--- config.mk ---
export PLATFORM = sky130hd
export DESIGN_NAME = riscv_v_elem_sequencer
export DESIGN_NICKNAME = d
export VERILOG_FILES = /design/src/rtl/riscv_v_elem_sequencer.sv
export SDC_FILE = /design/constraint.sdc
export NUM_CORES = 1
export LEC_CHECK = 0
export BUFFER_PORTS_ARGS = -buffer_cell sky130_fd_sc_hd__buf_2
export CAP_MARGIN = 20
export CORE_MARGIN = 2
export CORE_UTILIZATION = 42
export DETAILED_ROUTE_END_ITERATION = 10
export GPL_ROUTABILITY_DRIVEN = 0
export MAX_ROUTING_LAYER = met4
export PLACE_DENSITY = 0.78
export SLEW_MARGIN = 10
export SYNTH_ARGS = -nofsm -noshare
export SYNTH_HDL_FRONTEND = slang
export SYNTH_SLANG_ARGS = --single-unit
export TNS_END_PERCENT = 20
--- constraint.sdc ---
create_clock -name clk -period 3 [get_ports clk]
set_input_delay 0 -clock clk [delete_from_list [all_inputs] [get_ports clk]]
set_output_delay 0 -clock clk [all_outputs]
set_load 0.01 [all_outputs]
--- src/rtl/riscv_v_elem_sequencer.sv ---
// Vector element sequencer: walks an op's register group in DATAPATH_W beats with byte enables.
// Optional v0 masking of byte enables is built when RISCV_V_SEQ_MASK_EN is defined.
module riscv_v_elem_sequencer #(
  parameter int unsigned VLEN       = 128,
  parameter int unsigned DATAPATH_W = 64,
  parameter int unsigned MAX_LMUL   = 8,
  localparam int unsigned BPB       = DATAPATH_W / 8,
  localparam int unsigned VLMAX_B   = VLEN * MAX_LMUL / 8,
  localparam int unsigned VL_W      = $clog2(VLMAX_B) + 1,
  localparam int unsigned BEAT_W    = $clog2(VLMAX_B / BPB)
) (
  input  logic                 clk,
  input  logic                 rst,
  input  logic                 clear_pipe,
  input  logic                 issue_valid,
  output logic                 issue_ready,
  input  logic [VL_W-1:0]      issue_vl,
  input  logic [VL_W-1:0]      issue_vstart,
  input  logic [1:0]           issue_sew,
  input  logic [VLMAX_B-1:0]   issue_mask,
  output logic                 beat_valid,
  input  logic                 beat_ready,
  output logic [BEAT_W-1:0]    beat_idx,
  output logic [BPB-1:0]       beat_byte_en,
  output logic                 beat_first,
  output logic                 beat_last,
  output logic                 done,
  output logic                 busy
);

  localparam int unsigned AW     = VL_W + 3;
  localparam int unsigned BPB_SH = $clog2(BPB);
  localparam int unsigned EIDX_W = $clog2(VLMAX_B);

  typedef enum logic [1:0] {StIdle, StRun, StDone} state_e;

  state_e          state_q, state_d;
  logic [VL_W-1:0] vl_q, vstart_q;
  logic [1:0]      sew_q;
  // Beat counter is wider than beat_idx so that sew=3 groups terminate without wrapping.
  logic [AW-1:0]   cnt_q, cnt_d;
  logic            first_q, first_d;
  logic            load;

  logic [AW-1:0]   vl_bytes;
  logic [AW-1:0]   start_cnt;
  logic            last;
  logic [BPB-1:0]  en;

`ifdef RISCV_V_SEQ_MASK_EN
  logic [VLMAX_B-1:0] mask_q;
`else
  logic unused_mask;
  assign unused_mask = ^issue_mask;
`endif

  always_comb begin
    vl_bytes  = AW'(vl_q) << sew_q;
    start_cnt = (AW'(issue_vstart) << issue_sew) >> BPB_SH;
    last      = ((cnt_q + AW'(1)) << BPB_SH) >= vl_bytes;
  end

  always_comb begin
    en = '0;
    for (int b = 0; b < BPB; b++) begin
      logic [AW-1:0] addr;
      logic [AW-1:0] elem;
      addr  = (cnt_q << BPB_SH) + AW'(b);
      elem  = addr >> sew_q;
      en[b] = (elem >= AW'(vstart_q)) && (elem < AW'(vl_q));
`ifdef RISCV_V_SEQ_MASK_EN
      en[b] = en[b] && mask_q[elem[EIDX_W-1:0]];
`endif
    end
  end

  // Beat outputs come from registered state only, so they hold while stalled.
  always_comb begin
    issue_ready  = (state_q == StIdle) && !clear_pipe && rst;
    beat_valid   = (state_q == StRun);
    beat_idx     = cnt_q[BEAT_W-1:0];
    beat_byte_en = beat_valid ? en : '0;
    beat_first   = beat_valid && first_q;
    beat_last    = beat_valid && last;
    done         = (state_q == StDone);
    busy         = (state_q != StIdle);
  end

  always_comb begin
    state_d = state_q;
    cnt_d   = cnt_q;
    first_d = first_q;
    load    = 1'b0;
    unique case (state_q)
      StIdle: begin
        if (issue_valid && issue_ready) begin
          load = 1'b1;
          if (issue_vstart >= issue_vl) begin
            state_d = StDone;
            cnt_d   = '0;
          end else begin
            state_d = StRun;
            cnt_d   = start_cnt;
            first_d = 1'b1;
          end
        end
      end
      StRun: begin
        if (beat_ready) begin
          first_d = 1'b0;
          if (last) state_d = StDone;
          else      cnt_d   = cnt_q + AW'(1);
        end
      end
      StDone:  state_d = StIdle;
      default: state_d = StIdle;
    endcase
    if (clear_pipe) begin
      state_d = StIdle;
      first_d = 1'b0;
    end
  end

  always_ff @(posedge clk) begin
    if (!rst) begin
      state_q  <= StIdle;
      cnt_q    <= '0;
      first_q  <= 1'b0;
      vl_q     <= '0;
      vstart_q <= '0;
      sew_q    <= '0;
`ifdef RISCV_V_SEQ_MASK_EN
      mask_q   <= '0;
`endif
    end else begin
      state_q <= state_d;
      cnt_q   <= cnt_d;
      first_q <= first_d;
      if (load) begin
        vl_q     <= issue_vl;
        vstart_q <= issue_vstart;
        sew_q    <= issue_sew;
`ifdef RISCV_V_SEQ_MASK_EN
        mask_q   <= issue_mask;
`endif
      end
    end
  end

endmodule

==> impl_metrics.yaml <==
routing:
  postRouteAntennaNets: 0
  firstDrtPassIters: 5
  drtIter0Drc: 259
  vias: 3395
  drc: 0
  avgRoutedWirePerCell_um: 16.1
  drt-vias-per-instance: 5.90
  drt-total-wl_mm: 9.25
power_and_ir_drop:
  internal_power_uw: 866
  swShare: 0.370
  p_comb_frac: 0.427
  p_clk_frac: 0.258
  leakage_uw: 0.00169
  power.density_mw_per_mm2: 351
  power_frac_seq: 0.315
  p_sw_uw: 510
  vdd_drop_max_v: 0.000309
grt:
  grt_pass1_wl_mm: 14.4
  grt_max_degree: 34
  grt_pass1_vias: 3125
  track_usage: 0.212
  antenna_found_initial: 0
  grt-ovfl-total: 0
setup_path:
  worstPathRequired_ns: 3.00
  cp.arrival_ns: 3.04
  end_kind: "output pin"
  critical_path_class: "reg -> out"
  start_kind: "register"
  crit_fanout: 7
  rr_worst_depth: 11
yosys:
  syn_area_mm2: 0.00330
  postSynthCellCount: 427
  synth_ff_type: "dfxtp_1"
  yosysWarningCount: 0
  yosysTopAreaCell: "ha_1"
  mappedNetlistNets: 625
  synth.top_cell.area_share: 0.178
  synthDistinctLibCells: 59
  synth_edf_count: 0
  async_flop_share: 0
  synth-seq-cells: 29
  synth_area_leaders: "ha_1, dfxtp_1, a21oi_1"
  avgSynthCellArea_um2: 7.72
  ys_seq_area_frac: 0.176
sta:
  layout_setup_ws_ns: -0.0396
  period_share: 1.01
  rsz0062_at_grt: "yes"
  relSlewSlack: 0.616
  period_minus_slack_ns: 3.04
  hold_violations: 0
  tightestPinTransition_ns: 0.571
  skew_ns: 0.00308
  slew_viol_final: 0
  fmaxAchievable_ghz: 0.329
  setup_viol: 3
status:
  violations: "negative setup slack"
  status: "finished, violations left"
placed_design:
  dpl.cell_count: 550
  post-dp-hpwl_mm: 6.76
  io_buffers: 40
  placed_cell_area_mm2: 0.00355
job:
  maxCapViolations: 0
die:
  die_w_um: 92.6
  core_region_area_mm2: 0.00765
  initial_core_util: 0.431
  ios: 169
  num_rows: 32
  die_h_um: 92.6
  die-area_mm2: 0.00857
finish:
  fin_nets: 670
  area_growth_pct: 19.0
  final_cell_mix: "a21oi_1, ha_1, nand2_1"
  final_common_cell: "a21oi_1"
  final_util: 0.513
  n_antenna_cell: 0
  drive_gt1_frac: 0.218
  stdcell_count: 575
  stdcell_area_mm2: 0.00392
clocking:
  clock_latency_ns: 0.28
  clock_path_buffers: 2
  cts_max_level: 2
  cts_tree: "done"
  cts.sinks: 29
  cts_buffers: 5
  cts_root_buf: "clkbuf_8"
  path_clk_slew_ns: 0.06
min_path:
  hold_depth: 3
  min_path_type: "in -> reg"
## synth_stat cells, types with 3 or more instances
cell type  instances
inv_2              3
a21boi_0           8
nand3_1           28
nand2_1           43
mux2i_1            8
o21ai_0           16
buf_6              3
xnor2_1            5
mux4_2             5
dfxtp_1           29
a21oi_1           52
and3_1             6
nor3_1            10
nand2b_1          10
nor2b_1            6
buf_2              9
a221oi_1           4
buf_1              3
nor2_1            13
a21o_1            17
inv_1             36
o211ai_1           4
clkbuf_1          10
o21a_1             3
buf_4              4
ha_1              47
## metal layers
layer	share of wire	GRT usage	routed length (um)	vias up
li1	-	-	-	1631
met1	0.42	0.253	3900	1602
met2	0.49	0.373	4570	146
met3	0.064	0.0212	592	16
met4	0.020	0.0721	184	0
met5	0	-	0	-
## final cells by class
cell class              count  area (um2)
fillers                   684        3720
multi-input cells         329        2480
flip-flops and latches     29         587
repair buffers             67         480
inverters                  40         150
well taps                 102         128
clock buffers               7        96.3
clock inverters             1        5.00
## power by group through the flow
stage | combinational [uW] | sequential (uW) | clock [uW]
2_1_floorplan | 389 | 427 | 0
3_3_place_gp | 482 | 438 | 0
3_5_place_dp | 503 | 439 | 0
4_1_cts | 519 | 431 | 362
5_1_grt | 641 | 436 | 380
6_report | 587 | 434 | 355
## stage by stage
stage | hold WS, ns | power [uW] | setup slack, ns | TNS (ns)
6_report | 0.000241 | 1380 | -0.0396 | -0.0588
5_1_grt | 0.00509 | 1460 | -0.109 | -0.680
4_1_cts | 0.000900 | 1310 | -0.0139 | -0.0278
3_5_place_dp | 0.253 | 942 | 0.156 | 0
3_3_place_gp | 0.245 | 920 | 0.187 | 0
2_1_floorplan | 0.0897 | 816 | 0.103 | 0
## timing repair
item                       in CTS  in global routing
hold buffers                    7                  0
setup endpoints to repair       5                 10
gates cloned                    0                  2
gates resized for setup         3                 15
buffers inserted                2                  6
hold endpoints to repair        7                  0
pin swaps                       2                  3
## worst max-delay path, cell delays in order, from the launching register on
cell      delay, ns
dfxtp_4        0.39
buf_12         0.14
mux2i_1        0.27
mux2i_1        0.19
ha_1           0.22
a21o_1         0.17
a21o_1         0.18
a21o_1         0.17
a2111o_1       0.47
buf_4          0.19
nor3_1         0.19
buf_2          0.16
## path summary, 6_finish.rpt
path | start | to | slack [ns]
worst min register to register | vstart_q[4] | vstart_q[4] | 0.46
worst max register to register | sew_q[0] | cnt_q[1] | 0.18
worst max-delay path | sew_q[0] | beat_byte_en[5] | -0.04
worst min-delay path | issue_vl[1] | vl_q[1] | 0.0002
## kinds of logic (layout without fill, tap and decap cells)
group | Yosys count | count (layout) | synth area share
AND/OR/NAND/NOR | 126 | 126 | 0.189
flip-flops | 29 | 29 | 0.176
buffers and inverters | 69 | 115 | 0.0934
multiplexers | 16 | 16 | 0.0687
adder cells (fa/ha/maj) | 47 | 47 | 0.178
XOR/XNOR | 6 | 6 | 0.0159
AO/OA/AOI/OAI | 134 | 134 | 0.279
## registers in the layout, indices dropped and copies added, names as in the netlist
name	flops
vl_q	8
first_q	1
sew_q	2
vstart_q	8
cnt_q	8
state_q	2
Power figures use the tool's default switching activity.
